## src/rtl/mips_cpu_bus_master_if.sv

```systemverilog
// CPU-request / memory-bus signal bundle for mips_cpu_bus_master.
// The master modport is the bus master's view; the slave modport is the
// view of whoever plays both the CPU and the memory responder (e.g. a bench).
interface mips_cpu_bus_master_if;
  // CPU request side
  logic        req_valid;
  logic        req_ready;
  logic        req_write;
  logic [1:0]  req_size;
  logic        req_signed;
  logic [31:0] req_addr;
  logic [31:0] req_wdata;
  // CPU response side
  logic        resp_valid;
  logic [31:0] resp_rdata;
  logic        resp_err;
  // memory bus side
  logic [31:0] address;
  logic        read;
  logic        write;
  logic [3:0]  byteenable;
  logic [31:0] writedata;
  logic        waitrequest;
  logic [31:0] readdata;

  modport master (
    input  req_valid, req_write, req_size, req_signed, req_addr, req_wdata,
    input  waitrequest, readdata,
    output req_ready, resp_valid, resp_rdata, resp_err,
    output address, read, write, byteenable, writedata
  );

  modport slave (
    output req_valid, req_write, req_size, req_signed, req_addr, req_wdata,
    output waitrequest, readdata,
    input  req_ready, resp_valid, resp_rdata, resp_err,
    input  address, read, write, byteenable, writedata
  );
endinterface

```

## src/rtl/mips_cpu_bus_master.sv

```systemverilog
// mips_cpu_bus_master: turns one CPU load/store into one bus transaction
// (read/write/byteenable/waitrequest bus, readdata one cycle after the
// accepted read) and returns the lane-selected, extended result.
//
// Handshake: a CPU request is taken on a clk edge where req_valid && req_ready;
// req_ready is high only in IDLE, so only one transaction is ever outstanding.
// On the bus a strobe is accepted on the edge where waitrequest is low; until
// then strobe, address, byteenable and writedata are held. resp_valid is a
// one-cycle pulse; resp_rdata/resp_err hold until the next response.
//
// Optional build macro: MIPS_BUS_MASTER_TIMEOUT_EN
//   defined   -> a BUS phase stalled TIMEOUT_CYCLES cycles is aborted with
//                resp_err=1 and resp_rdata=0.
//   undefined -> BUS waits on waitrequest indefinitely.
module mips_cpu_bus_master #(
  parameter int unsigned TIMEOUT_CYCLES = 255
) (
  input  logic                    clk,
  input  logic                    reset_n,
  mips_cpu_bus_master_if.master   bus,
  output logic [1:0]              state_dbg
);

  typedef enum logic [1:0] {
    S_IDLE  = 2'd0,
    S_BUS   = 2'd1,
    S_RDATA = 2'd2,
    S_RESP  = 2'd3
  } state_t;

  localparam logic [1:0] SIZE_BYTE = 2'b00;
  localparam logic [1:0] SIZE_HALF = 2'b01;
  localparam logic [1:0] SIZE_WORD = 2'b10;

  state_t      state_q, state_d;

  // request attributes latched at acceptance
  logic [1:0]  size_q, size_d;
  logic        signed_q, signed_d;
  logic [1:0]  lane_q, lane_d;
  logic        store_q, store_d;

  // registered bus outputs
  logic [31:0] address_q, address_d;
  logic        read_q, read_d;
  logic        write_q, write_d;
  logic [3:0]  byteenable_q, byteenable_d;
  logic [31:0] writedata_q, writedata_d;

  // registered response payload
  logic [31:0] resp_rdata_q, resp_rdata_d;
  logic        resp_err_q, resp_err_d;

`ifdef MIPS_BUS_MASTER_TIMEOUT_EN
  localparam int unsigned TMO_W = $clog2(TIMEOUT_CYCLES + 1);
  // Abort on the edge that closes the TIMEOUT_CYCLES-th stalled cycle.
  localparam logic [TMO_W-1:0] TMO_LAST = TMO_W'(TIMEOUT_CYCLES - 1);
  logic [TMO_W-1:0] tmo_q, tmo_d;
`else
  logic [31:0] timeout_unused;
  assign timeout_unused = 32'(TIMEOUT_CYCLES);
`endif

  // Request decode: alignment check, lane enables and replicated store data.
  logic        req_misaligned;
  logic [3:0]  req_be;
  logic [31:0] req_wd;

  // Decode the incoming request's size/address into bus lane information.
  always_comb begin
    req_misaligned = 1'b0;
    req_be         = 4'b1111;
    req_wd         = bus.req_wdata;
    case (bus.req_size)
      SIZE_BYTE: begin
        req_be = 4'b0001 << bus.req_addr[1:0];
        req_wd = {4{bus.req_wdata[7:0]}};
      end
      SIZE_HALF: begin
        req_misaligned = bus.req_addr[0];
        req_be         = bus.req_addr[1] ? 4'b1100 : 4'b0011;
        req_wd         = {2{bus.req_wdata[15:0]}};
      end
      SIZE_WORD: begin
        req_misaligned = (bus.req_addr[1:0] != 2'b00);
      end
      default: begin
        // reserved size is reported as an error, never driven on the bus
        req_misaligned = 1'b1;
      end
    endcase
  end

  // Load data path: shift the addressed lane down, then extend it.
  logic [31:0] lane_data;
  logic [31:0] load_ext;

  // Select the addressed lane of readdata and sign/zero-extend it.
  always_comb begin
    // an aligned half always has lane_q[0]==0, so a byte shift covers both
    lane_data = bus.readdata >> {lane_q, 3'b000};
    load_ext  = bus.readdata;
    case (size_q)
      SIZE_BYTE: load_ext = signed_q ? {{24{lane_data[7]}}, lane_data[7:0]}
                                     : {24'h000000, lane_data[7:0]};
      SIZE_HALF: load_ext = signed_q ? {{16{lane_data[15]}}, lane_data[15:0]}
                                     : {16'h0000, lane_data[15:0]};
      default:   load_ext = bus.readdata;
    endcase
  end

  // Next-state and next-output logic of the transaction FSM.
  always_comb begin
    state_d      = state_q;
    size_d       = size_q;
    signed_d     = signed_q;
    lane_d       = lane_q;
    store_d      = store_q;
    address_d    = address_q;
    read_d       = read_q;
    write_d      = write_q;
    byteenable_d = byteenable_q;
    writedata_d  = writedata_q;
    resp_rdata_d = resp_rdata_q;
    resp_err_d   = resp_err_q;
`ifdef MIPS_BUS_MASTER_TIMEOUT_EN
    tmo_d        = tmo_q;
`endif

    case (state_q)
      S_IDLE: begin
        if (bus.req_valid) begin
          size_d   = bus.req_size;
          signed_d = bus.req_signed;
          lane_d   = bus.req_addr[1:0];
          store_d  = bus.req_write;
          if (req_misaligned) begin
            // report immediately; the bus never sees this request
            resp_rdata_d = 32'h0000_0000;
            resp_err_d   = 1'b1;
            state_d      = S_RESP;
          end else begin
            address_d    = {bus.req_addr[31:2], 2'b00};
            byteenable_d = req_be;
            writedata_d  = req_wd;
            read_d       = ~bus.req_write;
            write_d      = bus.req_write;
`ifdef MIPS_BUS_MASTER_TIMEOUT_EN
            tmo_d        = '0;
`endif
            state_d      = S_BUS;
          end
        end
      end

      S_BUS: begin
        if (!bus.waitrequest) begin
          read_d  = 1'b0;
          write_d = 1'b0;
          if (store_q) begin
            resp_rdata_d = 32'h0000_0000;
            resp_err_d   = 1'b0;
            state_d      = S_RESP;
          end else begin
            state_d = S_RDATA;
          end
        end
`ifdef MIPS_BUS_MASTER_TIMEOUT_EN
        else if (tmo_q == TMO_LAST) begin
          read_d       = 1'b0;
          write_d      = 1'b0;
          resp_rdata_d = 32'h0000_0000;
          resp_err_d   = 1'b1;
          state_d      = S_RESP;
        end else begin
          tmo_d = tmo_q + 1'b1;
        end
`endif
      end

      S_RDATA: begin
        // readdata is valid in this cycle only
        resp_rdata_d = load_ext;
        resp_err_d   = 1'b0;
        state_d      = S_RESP;
      end

      S_RESP: begin
        state_d = S_IDLE;
      end

      default: begin
        state_d = S_IDLE;
      end
    endcase
  end

  // State and output registers; reset drops any transaction in flight.
  always_ff @(posedge clk or negedge reset_n) begin
    if (!reset_n) begin
      state_q      <= S_IDLE;
      size_q       <= 2'b00;
      signed_q     <= 1'b0;
      lane_q       <= 2'b00;
      store_q      <= 1'b0;
      address_q    <= 32'h0000_0000;
      read_q       <= 1'b0;
      write_q      <= 1'b0;
      byteenable_q <= 4'b0000;
      writedata_q  <= 32'h0000_0000;
      resp_rdata_q <= 32'h0000_0000;
      resp_err_q   <= 1'b0;
    end else begin
      state_q      <= state_d;
      size_q       <= size_d;
      signed_q     <= signed_d;
      lane_q       <= lane_d;
      store_q      <= store_d;
      address_q    <= address_d;
      read_q       <= read_d;
      write_q      <= write_d;
      byteenable_q <= byteenable_d;
      writedata_q  <= writedata_d;
      resp_rdata_q <= resp_rdata_d;
      resp_err_q   <= resp_err_d;
    end
  end

`ifdef MIPS_BUS_MASTER_TIMEOUT_EN
  // Stall counter for the current BUS phase.
  always_ff @(posedge clk or negedge reset_n) begin
    if (!reset_n) begin
      tmo_q <= '0;
    end else begin
      tmo_q <= tmo_d;
    end
  end
`endif

  assign bus.req_ready  = (state_q == S_IDLE);
  assign bus.resp_valid = (state_q == S_RESP);
  assign bus.resp_rdata = resp_rdata_q;
  assign bus.resp_err   = resp_err_q;
  assign bus.address    = address_q;
  assign bus.read       = read_q;
  assign bus.write      = write_q;
  assign bus.byteenable = byteenable_q;
  assign bus.writedata  = writedata_q;
  assign state_dbg      = state_q;

endmodule

```

## src/flat_wrapper.sv

```systemverilog
// flat-port wrapper written by rule: the top's interface ports become plain ports
module mips_cpu_bus_master_flat 
#(
  parameter int unsigned TIMEOUT_CYCLES = 255
)
  (clk, reset_n, state_dbg, bus_req_valid, bus_req_write, bus_req_size, bus_req_signed, bus_req_addr, bus_req_wdata, bus_waitrequest, bus_readdata, bus_req_ready, bus_resp_valid, bus_resp_rdata, bus_resp_err, bus_address, bus_read, bus_write, bus_byteenable, bus_writedata);
  mips_cpu_bus_master_if bus_i ();
  input  logic clk;
  input  logic reset_n;
  output logic [1:0] state_dbg;
  input wire logic [$bits(bus_i.req_valid)-1:0] bus_req_valid;
  input wire logic [$bits(bus_i.req_write)-1:0] bus_req_write;
  input wire logic [$bits(bus_i.req_size)-1:0] bus_req_size;
  input wire logic [$bits(bus_i.req_signed)-1:0] bus_req_signed;
  input wire logic [$bits(bus_i.req_addr)-1:0] bus_req_addr;
  input wire logic [$bits(bus_i.req_wdata)-1:0] bus_req_wdata;
  input wire logic [$bits(bus_i.waitrequest)-1:0] bus_waitrequest;
  input wire logic [$bits(bus_i.readdata)-1:0] bus_readdata;
  output wire logic [$bits(bus_i.req_ready)-1:0] bus_req_ready;
  output wire logic [$bits(bus_i.resp_valid)-1:0] bus_resp_valid;
  output wire logic [$bits(bus_i.resp_rdata)-1:0] bus_resp_rdata;
  output wire logic [$bits(bus_i.resp_err)-1:0] bus_resp_err;
  output wire logic [$bits(bus_i.address)-1:0] bus_address;
  output wire logic [$bits(bus_i.read)-1:0] bus_read;
  output wire logic [$bits(bus_i.write)-1:0] bus_write;
  output wire logic [$bits(bus_i.byteenable)-1:0] bus_byteenable;
  output wire logic [$bits(bus_i.writedata)-1:0] bus_writedata;
  assign bus_i.req_valid = bus_req_valid;
  assign bus_i.req_write = bus_req_write;
  assign bus_i.req_size = bus_req_size;
  assign bus_i.req_signed = bus_req_signed;
  assign bus_i.req_addr = bus_req_addr;
  assign bus_i.req_wdata = bus_req_wdata;
  assign bus_i.waitrequest = bus_waitrequest;
  assign bus_i.readdata = bus_readdata;
  assign bus_req_ready = bus_i.req_ready;
  assign bus_resp_valid = bus_i.resp_valid;
  assign bus_resp_rdata = bus_i.resp_rdata;
  assign bus_resp_err = bus_i.resp_err;
  assign bus_address = bus_i.address;
  assign bus_read = bus_i.read;
  assign bus_write = bus_i.write;
  assign bus_byteenable = bus_i.byteenable;
  assign bus_writedata = bus_i.writedata;
  mips_cpu_bus_master #(.TIMEOUT_CYCLES(TIMEOUT_CYCLES)) u_core (.clk(clk), .reset_n(reset_n), .bus(bus_i), .state_dbg(state_dbg));
endmodule
```

## config.mk

```make
export PLATFORM = sky130hd
export DESIGN_NAME = mips_cpu_bus_master_flat
export DESIGN_NICKNAME = d
export VERILOG_FILES = /design/src/rtl/mips_cpu_bus_master_if.sv /design/src/rtl/mips_cpu_bus_master.sv /design/src/flat_wrapper.sv
export SDC_FILE = /design/constraint.sdc
export NUM_CORES = 1
export LEC_CHECK = 0
export CORE_UTILIZATION = 44
export DETAILED_ROUTE_END_ITERATION = 10
export GPL_TIMING_DRIVEN = 0
export PLACE_DENSITY = 0.79
export SLEW_MARGIN = 25
export SYNTH_ARGS = -nofsm -noshare
export SYNTH_HDL_FRONTEND = slang
export SYNTH_SLANG_ARGS = --single-unit
```

## constraint.sdc

```tcl
create_clock -name clk -period 3 [get_ports clk]
set_input_delay 0.6 -clock clk [delete_from_list [all_inputs] [get_ports clk]]
set_output_delay 0.6 -clock clk [all_outputs]
set_load 0.005 [all_outputs]
```

==> results.yml <==
setup_path:
  crit_chain: "inv_1, ha_1, nand2_4, a22o_1, buf_6, nor3b_2, buf_4, a32o_1"
  end_kind: "flop"
  cp_num_cells: 8
  path_buf_inv: 3
  cp.arrival_ns: 2.85
  rr_worst_depth: 8
  crit_slowest_cell: "nor3b_2"
  crit_start: "u_core.state_dbg[0]$_DFFE_PN0P_"
  slowest_delay_ns: 0.52
  r2r-end: "u_core.bus.resp_rdata[23]$_DFFE_PN0P_"
  rr_startpoint: "u_core.state_dbg[0]$_DFFE_PN0P_"
  critPathCapture: "u_core.bus.resp_rdata[23]$_DFFE_PN0P_"
  rrSetupSlack_ns: 0.43
  worstPathRequired_ns: 3.28
  crit_family: "simple AND/OR/NAND/NOR gates"
  worstPathMaxFanout: 10
  start_kind: "flop"
  critPathKind: "reg -> reg"
synthesis:
  synth_warnings: 0
  avgSynthCellArea_um2: 11.5
  yosysTopAreaCell: "dfrtp_1"
  synthTopCellsByArea: "dfrtp_1 52%, mux2_2 9.7%, mux2i_1 7.6%"
  synth_top_area_share_pct: 52.0
  synth.distinct_cells: 38
  netlist_area_um2: 5250
  synth_commonest_cells: "109 x dfrtp_1, 45 x mux2_2, 40 x mux2i_1, 40 x o21ai_0, 30 x nand2_1"
  syn-instance-count: 457
  synth_flop_cell: "dfrtp_1"
  ys_ff_latch: 109
  ys_seq_area_share_pct: 52.0
  synth.most_common_cell: "dfrtp_1"
  synth_edf_count: 0
  synthArstFlopShare_pct: 100
run_status:
  status: "complete, but fails checks"
  violations: "DRC"
sta:
  hold_violations: 0
  fin_crit_sh_pct: 85.6
  setup-violations-final: 0
  slew_headroom_pct: 38.5
  fmax_mhz: 389
  clock_skew_ns: 0.00615
  rsz0062_at_grt: "no"
  fin_crit_ns: 2.57
  tightest_slew_ns: 0.919
  drv_slew: 0
power:
  ir_drop_mv: 0.499
  finalPower_mw: 7.50
  p_per_area_nw_per_um2: 959
  p_leak_nw: 3.36
min_path:
  hold_path_class: "in -> async"
clock_network:
  hold_buffers: 0
  ctsResizeCount: 0
  htreeDepth: 3
  clock_path_buffers: 2
  cts_buffers: 9
  cts_root_buf: "clkbuf_16"
  cts_sinks: 109
  post_cts_buffers: 0
  clk_pin_slew_ns: 0.07
  cts_tree: "yes"
  clk_latency_ns: 0.35
finish:
  drive_gt1_share_pct: 13.3
  finalInstanceArea_um2: 7830
  area_growth_pct: 49.1
  nets: 786
  antennaDiodeCount: 0
  num-fill-cells: 905
global_routing:
  grt_max_degree: 58
  antenna_found_initial: 0
  grt_pass1_wl_mm: 24.8
  grt_use_total_pct: 25.8
  first_global_vias: 4771
  grt_overflow_total: 0
route:
  wl_met3_mm: 1.55
  vias: 4521
  wirelength_mm: 15.5
  ant_nets: 0
  wl_met2_mm: 7.62
  vias_per_cell: 5.48
  wl_met1_mm: 6.05
  wl_per_cell_um: 18.8
  drc: 28
  drtIter0Drc: 224
  top_layer_used: "met4"
  drtPass1Iterations: 10
die:
  coreArea_um2: 11500
  die_h_um: 111
  fp-row-count: 39
  die-width_um: 111
  initial_core_util_pct: 45.6
  boundaryPins: 211
  die_area_um2: 12400
place:
  port_buffers: 207
  place_hpwl_mm: 11.8
  place_congestion: 0.845
  placed_area_um2: 7530
run:
  maxCapViolCount: 0
==> report_power, final <==
part | switching [mW] | leakage, nW | internal, mW
Combinational | 1.66 | 1.84 | 2.12
Sequential | 0.395 | 1.38 | 2.14
Clock | 0.539 | 0.140 | 0.652
Total | 2.59 | 3.36 | 4.91
==> metrics by stage <==
stage / hold WS [ns] / utilization, % / setup TNS, ns / cells / worst slack [ns]
detailed placement: 0.470 / 65.4 / 0 / 809 / 0.228
finish: 0.212 / 68.0 / 0 / 825 / 0.432
floorplan: 0.304 / - / 0 / 458 / 0.809
global placement: 0.461 / 65.2 / -299.30 / 808 / -2.75
CTS: 0.222 / 68.0 / 0 / 825 / 0.479
global route: 0.244 / 68.0 / 0 / 825 / 0.295
==> worst reg2reg max path, delay by kind of cell, from the launching register on <==
kind,cells,cell delay (ns)
AOI/OAI and AO/OA,2,0.44
adders and majority gates,1,0.37
DFF,1,0.42
buffers and inverters,3,0.61
and+or+nand+nor,2,0.68
==> logic make-up after synthesis <==
logic type,after synthesis,synth area share (%)
and+or+nand+nor,92,8.58
DFF,109,52.0
buffers and inverters,48,4.27
AOI/OAI and AO/OA,117,16.7
other,1,0.0714
adders and majority gates,5,1.19
muxes,85,17.3
==> state kept, by name (all words and copies together), names as in the netlist, 2 cells and up <==
name and count:
u_core.size_q 2, u_core.bus.resp_rdata 32, u_core.state_dbg 2, u_core.bus.byteenable 4, u_core.bus.address 30, u_core.bus.writedata 32
u_core.lane_q 2
==> final cells by class <==
class | count | area (um2) | area share [%]
flip-flops and latches | 109 | 2730 | 34.9
multi-input cells | 301 | 2300 | 29.4
repair buffers | 208 | 2100 | 26.8
clock buffers | 11 | 233 | 2.97
plain buffers | 36 | 179 | 2.29
well taps | 143 | 179 | 2.29
clock inverters | 5 | 60.1 | 0.767
inverters | 12 | 45.0 | 0.576
==> routing by layer <==
metal,GRT usage [%],vias to the layer above
li1,-,2095
met1,30.1,2200
met2,43.5,202
met3,8.69,24
met4,10.0,0
met5,0,-
==> layout by cell type, fill, tap and decap left out, drive strengths merged, types with 3 or more instances in the layout <==
cell type        n
mux2i           40
dfrtp          109
a21o             3
nand2b          21
nand2           31
nor2b            4
a211oi           9
o221ai          14
a22o             7
mux2            45
a21oi           11
nand3            7
ha               5
nor2            23
inv             13
o21ai           40
a32o            16
clkbuf          26
buf             23
a2bb2oi          7
clkdlybuf4s50  206
==> worst min path at each step <==
stage                                         startpoint                                   end  slack [ns]  depth (start not counted)
floorplan                                        reset_n    u_core.bus.address[10]$_DFFE_PN0P_        0.30                          0
global placement    u_core.bus.writedata[22]$_DFFE_PN0P_  u_core.bus.writedata[22]$_DFFE_PN0P_        0.46                          2
detailed placement  u_core.bus.byteenable[0]$_DFFE_PN0P_  u_core.bus.byteenable[0]$_DFFE_PN0P_        0.47                          1
CTS                                              reset_n  u_core.bus.resp_rdata[7]$_DFFE_PN0P_        0.22                          1
global route                                     reset_n  u_core.bus.resp_rdata[7]$_DFFE_PN0P_        0.24                          1
finish                                           reset_n  u_core.bus.resp_rdata[7]$_DFFE_PN0P_        0.21                          1
Note: power is estimated with default switching activity, not from simulation.
